File: src/rtl/adc_scan_sequencer_if.sv
// Bus bundle for adc_scan_sequencer: scan control, SAR converter handshake,
// result stream and per-channel result read port.
interface adc_scan_sequencer_if #(
    parameter int unsigned NCH = 4
);
    localparam int unsigned SelW = $clog2(NCH);

    logic            enable;
    logic            mode_cont;
    logic [NCH-1:0]  ch_mask;
    logic            adc_eoc;
    logic [7:0]      adc_value;
    logic            adc_start;
    logic [SelW-1:0] mux_sel;
    logic            result_valid;
    logic [SelW-1:0] result_ch;
    logic [7:0]      result_data;
    logic [SelW-1:0] rd_ch;
    logic [7:0]      rd_data;
    logic            scan_done;
    logic            busy;
    logic            timeout_err;

    modport master (
        input  enable, mode_cont, ch_mask, adc_eoc, adc_value, rd_ch,
        output adc_start, mux_sel, result_valid, result_ch, result_data, rd_data,
               scan_done, busy, timeout_err
    );

    modport slave (
        output enable, mode_cont, ch_mask, adc_eoc, adc_value, rd_ch,
        input  adc_start, mux_sel, result_valid, result_ch, result_data, rd_data,
               scan_done, busy, timeout_err
    );
endinterface

File: src/rtl/adc_scan_sequencer.sv
// Multi-channel SAR scan sequencer: walks the enabled channels lowest-first,
// settles the mux, runs one conversion per channel and stores each result.
module adc_scan_sequencer #(
    parameter int unsigned NCH         = 4,
    parameter int unsigned SETTLE_CYC  = 16,
    parameter int unsigned TIMEOUT_CYC = 1024,
    parameter int unsigned RELEASE_CYC = 2
) (
    input logic                  clock,
    input logic                  reset,
    adc_scan_sequencer_if.master bus
);
    localparam int unsigned SelW = $clog2(NCH);

    typedef enum logic [2:0] {
        StIdle,
        StSelect,
        StSettle,
        StConvert,
        StCapture,
        StRelease
    } state_e;

    state_e          state_q, state_d;
    logic [31:0]     cnt_q, cnt_d;
    logic [NCH-1:0]  scan_mask_q, scan_mask_d;  // channels still to convert this pass
    logic [SelW-1:0] mux_sel_q, mux_sel_d;
    logic [SelW-1:0] result_ch_q, result_ch_d;
    logic [7:0]      cap_val_q, cap_val_d;
    logic [7:0]      result_data_q, result_data_d;
    logic            abort_q, abort_d;
    logic            timeout_err_q, timeout_err_d;
    logic            result_valid_q, result_valid_d;
    logic            scan_done_q, scan_done_d;
    logic            wr_en;
    logic [7:0]      res_q [NCH];

    function automatic logic [SelW-1:0] lowest_ch(input logic [NCH-1:0] m);
        lowest_ch = '0;
        for (int i = int'(NCH) - 1; i >= 0; i--) begin
            if (m[i]) lowest_ch = SelW'(i);
        end
    endfunction

    always_comb begin
        state_d        = state_q;
        cnt_d          = cnt_q;
        scan_mask_d    = scan_mask_q;
        mux_sel_d      = mux_sel_q;
        result_ch_d    = result_ch_q;
        cap_val_d      = cap_val_q;
        result_data_d  = result_data_q;
        abort_d        = abort_q;
        timeout_err_d  = timeout_err_q;
        result_valid_d = 1'b0;
        scan_done_d    = 1'b0;
        wr_en          = 1'b0;

        unique case (state_q)
            StIdle: begin
                cnt_d   = '0;
                abort_d = 1'b0;
                if (bus.enable && (bus.ch_mask != '0)) begin
                    state_d       = StSelect;
                    scan_mask_d   = bus.ch_mask;
                    mux_sel_d     = lowest_ch(bus.ch_mask);
                    timeout_err_d = 1'b0;
                end
            end
            StSelect: begin
                cnt_d = '0;
                if (!bus.enable) begin
                    state_d = StRelease;
                    abort_d = 1'b1;
                end else begin
                    state_d = StSettle;
                end
            end
            StSettle: begin
                if (!bus.enable) begin
                    state_d = StRelease;
                    abort_d = 1'b1;
                    cnt_d   = '0;
                end else if (cnt_q == SETTLE_CYC - 1) begin
                    state_d = StConvert;
                    cnt_d   = '0;
                end else begin
                    cnt_d = cnt_q + 32'd1;
                end
            end
            StConvert: begin
                // Abort wins over a coincident end-of-conversion: nothing is stored.
                if (!bus.enable) begin
                    state_d = StRelease;
                    abort_d = 1'b1;
                    cnt_d   = '0;
                end else if (bus.adc_eoc) begin
                    state_d   = StCapture;
                    cap_val_d = bus.adc_value;
                    cnt_d     = '0;
                end else if (cnt_q == TIMEOUT_CYC - 1) begin
                    state_d                = StRelease;
                    timeout_err_d          = 1'b1;
                    scan_mask_d[mux_sel_q] = 1'b0;
                    cnt_d                  = '0;
                end else begin
                    cnt_d = cnt_q + 32'd1;
                end
            end
            StCapture: begin
                wr_en                  = 1'b1;
                result_valid_d         = 1'b1;
                result_ch_d            = mux_sel_q;
                result_data_d          = cap_val_q;
                scan_mask_d[mux_sel_q] = 1'b0;
                abort_d                = !bus.enable;
                state_d                = StRelease;
                cnt_d                  = '0;
            end
            StRelease: begin
                if (cnt_q == RELEASE_CYC - 1) begin
                    cnt_d = '0;
                    if (abort_q) begin
                        state_d = StIdle;
                    end else if (scan_mask_q != '0) begin
                        state_d   = StSelect;
                        mux_sel_d = lowest_ch(scan_mask_q);
                    end else begin
                        scan_done_d = 1'b1;
                        if (bus.mode_cont && bus.enable && (bus.ch_mask != '0)) begin
                            state_d     = StSelect;
                            scan_mask_d = bus.ch_mask;
                            mux_sel_d   = lowest_ch(bus.ch_mask);
                        end else begin
                            state_d = StIdle;
                        end
                    end
                end else begin
                    cnt_d = cnt_q + 32'd1;
                end
            end
            default: state_d = StIdle;
        endcase
    end

    always_ff @(posedge clock) begin
        if (reset) begin
            state_q        <= StIdle;
            cnt_q          <= '0;
            scan_mask_q    <= '0;
            mux_sel_q      <= '0;
            result_ch_q    <= '0;
            cap_val_q      <= '0;
            result_data_q  <= '0;
            abort_q        <= 1'b0;
            timeout_err_q  <= 1'b0;
            result_valid_q <= 1'b0;
            scan_done_q    <= 1'b0;
            for (int i = 0; i < int'(NCH); i++) res_q[i] <= '0;
        end else begin
            state_q        <= state_d;
            cnt_q          <= cnt_d;
            scan_mask_q    <= scan_mask_d;
            mux_sel_q      <= mux_sel_d;
            result_ch_q    <= result_ch_d;
            cap_val_q      <= cap_val_d;
            result_data_q  <= result_data_d;
            abort_q        <= abort_d;
            timeout_err_q  <= timeout_err_d;
            result_valid_q <= result_valid_d;
            scan_done_q    <= scan_done_d;
            if (wr_en) res_q[mux_sel_q] <= cap_val_q;
        end
    end

    assign bus.adc_start    = (state_q == StConvert);
    assign bus.mux_sel      = mux_sel_q;
    assign bus.result_valid = result_valid_q;
    assign bus.result_ch    = result_ch_q;
    assign bus.result_data  = result_data_q;
    assign bus.rd_data      = res_q[bus.rd_ch];
    assign bus.scan_done    = scan_done_q;
    assign bus.busy         = (state_q != StIdle);
    assign bus.timeout_err  = timeout_err_q;
endmodule

File: src/flat_wrapper.sv
// flat-port wrapper written by rule: the top's interface ports become plain ports
module adc_scan_sequencer_flat 
#(
    parameter int unsigned NCH         = 4,
    parameter int unsigned SETTLE_CYC  = 16,
    parameter int unsigned TIMEOUT_CYC = 1024,
    parameter int unsigned RELEASE_CYC = 2
)
  (clock, reset, bus_enable, bus_mode_cont, bus_ch_mask, bus_adc_eoc, bus_adc_value, bus_rd_ch, bus_adc_start, bus_mux_sel, bus_result_valid, bus_result_ch, bus_result_data, bus_rd_data, bus_scan_done, bus_busy, bus_timeout_err);
  adc_scan_sequencer_if #(.NCH(NCH)) bus_i ();
  input logic clock;
  input logic reset;
  input wire logic [$bits(bus_i.enable)-1:0] bus_enable;
  input wire logic [$bits(bus_i.mode_cont)-1:0] bus_mode_cont;
  input wire logic [$bits(bus_i.ch_mask)-1:0] bus_ch_mask;
  input wire logic [$bits(bus_i.adc_eoc)-1:0] bus_adc_eoc;
  input wire logic [$bits(bus_i.adc_value)-1:0] bus_adc_value;
  input wire logic [$bits(bus_i.rd_ch)-1:0] bus_rd_ch;
  output wire logic [$bits(bus_i.adc_start)-1:0] bus_adc_start;
  output wire logic [$bits(bus_i.mux_sel)-1:0] bus_mux_sel;
  output wire logic [$bits(bus_i.result_valid)-1:0] bus_result_valid;
  output wire logic [$bits(bus_i.result_ch)-1:0] bus_result_ch;
  output wire logic [$bits(bus_i.result_data)-1:0] bus_result_data;
  output wire logic [$bits(bus_i.rd_data)-1:0] bus_rd_data;
  output wire logic [$bits(bus_i.scan_done)-1:0] bus_scan_done;
  output wire logic [$bits(bus_i.busy)-1:0] bus_busy;
  output wire logic [$bits(bus_i.timeout_err)-1:0] bus_timeout_err;
  assign bus_i.enable = bus_enable;
  assign bus_i.mode_cont = bus_mode_cont;
  assign bus_i.ch_mask = bus_ch_mask;
  assign bus_i.adc_eoc = bus_adc_eoc;
  assign bus_i.adc_value = bus_adc_value;
  assign bus_i.rd_ch = bus_rd_ch;
  assign bus_adc_start = bus_i.adc_start;
  assign bus_mux_sel = bus_i.mux_sel;
  assign bus_result_valid = bus_i.result_valid;
  assign bus_result_ch = bus_i.result_ch;
  assign bus_result_data = bus_i.result_data;
  assign bus_rd_data = bus_i.rd_data;
  assign bus_scan_done = bus_i.scan_done;
  assign bus_busy = bus_i.busy;
  assign bus_timeout_err = bus_i.timeout_err;
  adc_scan_sequencer #(.NCH(NCH), .SETTLE_CYC(SETTLE_CYC), .TIMEOUT_CYC(TIMEOUT_CYC), .RELEASE_CYC(RELEASE_CYC)) u_core (.clock(clock), .reset(reset), .bus(bus_i));
endmodule
File: config.mk
export PLATFORM = sky130hd
export DESIGN_NAME = adc_scan_sequencer_flat
export DESIGN_NICKNAME = d
export VERILOG_FILES = /design/src/rtl/adc_scan_sequencer_if.sv /design/src/rtl/adc_scan_sequencer.sv /design/src/flat_wrapper.sv
export SDC_FILE = /design/constraint.sdc
export NUM_CORES = 1
export LEC_CHECK = 0
export BUFFER_PORTS_ARGS = -buffer_cell sky130_fd_sc_hd__buf_2
export CAP_MARGIN = 20
export CELL_PAD_IN_SITES_DETAIL_PLACEMENT = 1
export CELL_PAD_IN_SITES_GLOBAL_PLACEMENT = 2
export CORE_ASPECT_RATIO = 1.1
export CORE_MARGIN = 2
export CORE_UTILIZATION = 41
export CTS_CLUSTER_SIZE = 12
export DETAILED_ROUTE_END_ITERATION = 10
export GPL_TIMING_DRIVEN = 0
export PLACE_DENSITY = 0.83
export SYNTH_ARGS = -nofsm -noshare
export SYNTH_HDL_FRONTEND = slang
export SYNTH_SLANG_ARGS = --single-unit
File: constraint.sdc
create_clock -name clock -period 3.1 [get_ports clock]
set_input_delay 0.62 -clock clock [delete_from_list [all_inputs] [get_ports clock]]
set_output_delay 0.62 -clock clock [all_outputs]
set_load 0.1 [all_outputs]
==> results.md, run 1 <==
- Die area: 12200 sq um
- Die height: 116 microns
- Clk sink count: 95
- Post-Syn Nets: 489
- Leakage: 1.97 nW
- Worst Hold Class: reg -> reg
- Critical path class: in -> out
- CTS tree: done
- Final hold viol count: 0
- Mapped Area: 4640 sq um
- Setup TNS Final: 0 ps
- Initial antenna violation count: 0
- Postcts setup bufs: 0
- Tmin final: 2650 ps
- Area contributors post-synth: dfxtp_1 (27%), edfxtp_1 (21%), nand2_1 (4.2%), a21oi_1 (4.0%), mux4_2 (3.9%)
- CP Capture Point: bus_rd_data[5]
- Placed insts: 660
- CTS Buffer Depth: 2
- Antenna Cells: 0
- Nets: 545
- Via count: 3686
- Setup crit start: bus_rd_ch[0]
- Top-count cell post-synth: dfxtp_1
- Seq/Total Area, Yosys: 47.8%
- Number of global-route vias before repair: 3775
- Avg WL per Cell: 17.7 microns
- Capturing point of the worst reg2reg path: u_core.res_q[1][4]
- Ys flop type: dfxtp_1
- Port Buffers: 41
- Post-synth top cells: dfxtp_1 (63), nand2_1 (52), nor2_1 (44)
- Layout cell share with drive strength beyond 1: 20.2%
- Post-synth ARST share: 0%
- Final Max Slew Viols: 0
- Critical Path Sink Type: primary output
- Post-synth top area cell: dfxtp_1
- Synth Register Bits: 95
- Crit path cell chain: clkbuf_1 > mux4_2 > buf_2
- Syn Area/Cell: 9.92 sq um
- Filler cells: 1270
- Total power divided by cell area: 542 nW/um^2
- Gr ovfl total: 0
- Critical path launch point type: input pin
- Root Driver: clkbuf_16
- DR vias/cell: 5.45
- Row cnt: 40
- Syn. warnings: 0
- Detailed-router iteration count before antenna repair: 4
- CP max stage delay: 600 ps
- First-pass GRT wire length: 19700 microns
- WP data arrival: 2030 ps
- Status: complete, no violations
- I/O pins: 44
- Dpl hpwl: 9010 microns
- Fmax: 377 MHz
- Drc violations: 0
- Post-cts gate resize count: 0
- Slew @ Worst Pin: 828 ps
- Gr usage total: 20.6%
- Crit-path slowest cell: mux4_2
- Area delta synth->final: 15.5%
- Total Wirelength: 12000 microns
- Global placement routability congestion: 0.839
- Clock Latency Late Sink: 350 ps
- Non-Filler Instances: 676
- Initial core utilization: 42.4%
- Routed Antenna Nets: 0
- Final worst path period share: 85.6%
- Max IR drop VDD: 0.000255 V
- Hold_buf cts: 0
- Reg-to-reg setup timing slack: 540 ps
- Final setup fails: 0
- Worst Skew: 5.12 ps
- CORE AREA: 11000 sq um
- Worst-path clk slew: 70 ps
- Max-cap violations: 0
- Critical R2R Launch: u_core.state_q[0]
- Die Wd: 105 microns
- R2r worst-path depth: 6
- Post-synth EDFFs: 32
- Num CTS Buffers: 9
- Unique masters post-synth: 58
- H-tree levels: 3
- Crit path max fanout: 8
- Top cell type's share of synthesized area: 27.2%
- Rel. slew slack: 44.1%
- Largest net degree at the start of global routing: 20
- Synth Instances: 468
- Initial drt markers: 119
- CP required: 2480 ps
- RSZ-0062 raised after global routing: false
==> critical path, delay by kind of cell <==
kind / cells / cell delay (ps)
mux: 1 / 600
buf+inv: 2 / 810
==> cell families (layout without fill, tap and decap cells) <==
| logic type | count (synthesis) | count (layout) | share of synthesized area [%] |
|---|---|---|---|
| xor gates and xnor gates | 32 | 32 | 6.03 |
| and+or+nand+nor | 195 | 195 | 22.2 |
| DFF | 95 | 95 | 47.8 |
| adders and majority gates | 3 | 3 | 0.754 |
| AOI/OAI and AO/OA | 80 | 80 | 11.9 |
| buffers and inverters | 45 | 106 | 5.20 |
| muxes | 18 | 18 | 6.03 |
==> flip-flops by register name, indices dropped and copies added, names as in the netlist <==
signal	count
u_core.abort_q	1
u_core.bus.mux_sel	2
u_core.bus.result_ch	2
u_core.bus.result_data	8
u_core.bus.result_valid	1
u_core.bus.scan_done	1
u_core.bus.timeout_err	1
u_core.cap_val_q	8
u_core.cnt_q	32
u_core.res_q	32
u_core.scan_mask_q	4
u_core.state_q	3
==> report_power, final <==
part,internal (mW),switching (mW),leakage (nW)
registers,1.32,0.0301,0.840
logic,0.127,0.315,0.981
clock network,0.573,0.537,0.145
==> worst min path at each step <==
stage,depth (start not counted),slack [ps],startpoint,to
finish,2,460,u_core.bus.result_ch[0],u_core.bus.result_ch[0]
global route,2,480,u_core.bus.result_ch[0],u_core.bus.result_ch[0]
CTS,2,460,u_core.bus.result_ch[0],u_core.bus.result_ch[0]
detailed placement,2,450,u_core.bus.result_ch[0],u_core.bus.result_ch[0]
global placement,2,440,u_core.bus.result_data[7],u_core.bus.result_data[7]
floorplan,2,440,u_core.cap_val_q[0],u_core.bus.result_data[0]
==> cells in the final DEF, fill, tap and decap left out, types with 9 or more instances in the layout <==
master and n:
dfxtp_1 63, nand2_1 52, buf_2 45, nor2_1 44
a21oi_1 37, edfxtp_1 32, nand3_1 21, xor2_1 20
inv_1 15, nand4_1 14, xnor2_1 12, nor4_1 11
and4_1 11, clkbuf_1 10, mux2i_1 10, a21oi_2 10
clkbuf_16 9
==> area by class of cell <==
type | instances | area (sq um) | share of cell area (%)
clock buffer | 9 | 225 | 4.20
buffer | 29 | 179 | 3.34
tap | 147 | 184 | 3.43
timing repair buffer | 45 | 235 | 4.39
inverter | 16 | 62.6 | 1.17
sequential | 95 | 2220 | 41.4
multi-input combinational | 328 | 2180 | 40.7
clock inverter | 7 | 75.1 | 1.40
==> routing by layer <==
metal / share of wire [%] / routed length [microns] / GRT usage (%) / up-vias
li1: - / - / - / 1807
met1: 45 / 5330 / 24.7 / 1811
met2: 52 / 6200 / 38.0 / 51
met3: 1.9 / 222 / 3.09 / 17
met4: 1.8 / 214 / 6.84 / 0
met5: 0 / 0 / 0 / -
==> per-stage QoR <==
step / worst slack, ps / power [mW] / util [%] / hold WS, ps / area, sq um
after floorplan: 600 / 1.71 / - / 444 / 4640
after global placement: 268 / 1.82 / 45.9 / 442 / 5030
after detailed placement: 349 / 1.83 / 46.2 / 451 / 5060
after CTS: 402 / 2.93 / 48.9 / 461 / 5360
after global routing: 294 / 3.02 / 48.9 / 479 / 5360
final: 446 / 2.91 / 48.9 / 456 / 5360
Power figures use the tool's default switching activity.
==> inputs of run 2 (changes only) <==
--- a/config.mk
+++ b/config.mk
@@ -16,6 +16,7 @@
 export DETAILED_ROUTE_END_ITERATION = 10
 export GPL_TIMING_DRIVEN = 0
 export PLACE_DENSITY = 0.83
+export RECOVER_POWER = 100
 export SYNTH_ARGS = -nofsm -noshare
 export SYNTH_HDL_FRONTEND = slang
 export SYNTH_SLANG_ARGS = --single-unit
==> run 2 against run 1 <==
Compared with the run above:
- sequential cell count unchanged
- non-clock buffer count unchanged
- routed wire length increased by 0.47%
- clock-buffer cell count unchanged
- sequential power about the same
- total power decreased by 0.38%
- clock power about the same
- global-route usage unchanged
- via count decreased by 0.98%
- utilization decreased by 0.94 points
- largest cell class unchanged
==> results.md, run 2 (same netlist as run 1, synthesis figures left out) <==
- Status: complete, no violations
- Antenna Cells: 0 (unchanged)
- CP required: 3330 ps (+850 ps)
- Worst Hold Class: reg -> reg
- Area delta synth->final: 13.3%
- Nets: 545 (unchanged)
- Most frequent cells in the layout: dfxtp_1 (63), nand2_1 (52), a21oi_1 (46)
- Min Hold Slack: 458 ps (+2.68 ps)
- Rel. slew slack: 18.6% (-25 points)
- Leakage: 1.87 nW (-5.0%)
- Clock Latency Late Sink: 350 ps (about the same)
- WP data arrival: 2970 ps (+940 ps)
- DR vias/cell: 5.40 (-0.98%)
- Fmax: 364 MHz (-3.3%)
- Critical path launch point type: flop
- Setup TNS Final: 0 ps (unchanged)
- CORE AREA: 11000 sq um (unchanged)
- Multi-input logic area: 2120 sq um (-2.6%)
- Clk sink count: 95 (unchanged)
- Via count: 3650 (-0.98%)
- Initial antenna violation count: 0 (unchanged)
- Total power divided by cell area: 550 nW/um^2 (+1.6%)
- Die area: 12200 sq um (unchanged)
- Layout cell share with drive strength beyond 1: 14.2% (-6.0 points)
- CTS tree: done
- Critical Path Sink Type: flop
- Gr usage total: 20.6% (unchanged)
- Global placement routability congestion: 0.839 (unchanged)
- Final hold viol count: 0 (unchanged)
- Final worst path period share: 88.5% (+2.9 points)
- Max IR drop VDD: 0.000255 V (-0.12%)
- Final setup fails: 0 (unchanged)
- Hold_buf cts: 0 (unchanged)
- Gr ovfl total: 0 (unchanged)
- Max-cap violations: 0 (unchanged)
- Row cnt: 40 (unchanged)
- Drc violations: 0 (unchanged)
- CTS Buffer Depth: 2 (unchanged)
- Most common cell after layout, fill and taps aside: dfxtp_1
- Number of global-route vias before repair: 3775 (unchanged)
- Die height: 116 microns (unchanged)
- Worst-path clk slew: 70 ps (about the same)
- Crit path max fanout: 10 (+2)
- Num CTS Buffers: 9 (unchanged)
- Root Driver: clkbuf_16
- Die Wd: 105 microns (unchanged)
- Port Buffers: 41 (unchanged)
- Register cell area after layout: 2220 sq um (unchanged)
- Initial drt markers: 97 (-18%)
- Filler cells: 1288 (+1.4%)
- Critical path class: reg -> reg
- Dpl hpwl: 9010 microns (unchanged)
- Post-cts gate resize count: 0 (unchanged)
- Final core utilization: 48.0% (-0.94 points)
- H-tree levels: 3 (unchanged)
- Top Registers: u_core.cnt_q (32), u_core.res_q (32)
- Final Max Slew Viols: 0 (unchanged)
- Routed Antenna Nets: 0 (unchanged)
- Initial core utilization: 42.4% (unchanged)
- Largest net degree at the start of global routing: 20 (unchanged)
- Detailed-router iteration count before antenna repair: 4 (unchanged)
- Postcts setup bufs: 0 (unchanged)
- RSZ-0062 raised after global routing: false
- I/O pins: 44 (unchanged)
- Slew @ Worst Pin: 1230 ps (+398 ps)
- Total Wirelength: 12000 microns (+0.47%)
- Tmin final: 2740 ps (+90.2 ps)
- Avg WL per Cell: 17.8 microns (+0.47%)
- First-pass GRT wire length: 19700 microns (unchanged)
- Worst Skew: 5.49 ps (+0.367 ps)
-- run 2: routing by layer --
layer / vias up / global-route usage, % / routed length, microns / part of all wire (%)
li1: 1803 / - / - / -
met1: 1801 / 24.7 / 5410 / 45
met3: 12 / 3.09 / 209 / 1.7
met2: 34 / 38.0 / 6250 / 52
met4: 0 / 6.84 / 147 / 1.2
met5: - / 0 / 0 / 0
-- run 2: power breakdown --
group | internal, mW | switching, mW | total (mW)
sequential | 1.32 | 0.0300 | 1.35
clock | 0.573 | 0.537 | 1.11
combinational | 0.118 | 0.313 | 0.431
-- run 2: worst max-delay path, cell delays in order (launching register included) --
cell and delay (ps):
dfxtp_1 350, nor4_2 460, and4_1 320, a21o_1 130, clkbuf_1 350, a2bb2oi_1 570
clkbuf_2 350, a21oi_1 100
-- run 2: final timing paths --
path / startpoint / to / slack, ps / cells past startpoint
min reg2reg: u_core.bus.result_ch[0] / u_core.bus.result_ch[0] / 460 / 2
max reg2reg: u_core.cnt_q[26] / u_core.cnt_q[29] / 360 / 7
max: u_core.cnt_q[26] / u_core.cnt_q[29] / 360 / 7
min: u_core.bus.result_ch[0] / u_core.bus.result_ch[0] / 460 / 2
-- run 2: area by class of cell --
cell class | instances | area share, %
clock buffer | 9 | 4.28
multi-input combinational | 328 | 40.4
sequential | 95 | 42.2
timing repair buffer | 45 | 3.97
inverter | 16 | 1.19
buffer | 29 | 3.02
tap | 147 | 3.50
clock inverter | 7 | 1.43
-- run 2: through the flow --
| step | cell area (sq um) | std cells | setup WS [ps] | power [mW] |
|---|---|---|---|---|
| 2_1_floorplan | 4640 | 468 | 600 | 1.71 |
| 3_3_place_gp | 5030 | 656 | 268 | 1.82 |
| 3_5_place_dp | 5060 | 660 | 349 | 1.83 |
| 4_1_cts | 5360 | 676 | 402 | 2.93 |
| 5_1_grt | 5260 | 676 | 152 | 3.00 |
| 6_report | 5260 | 676 | 355 | 2.89 |
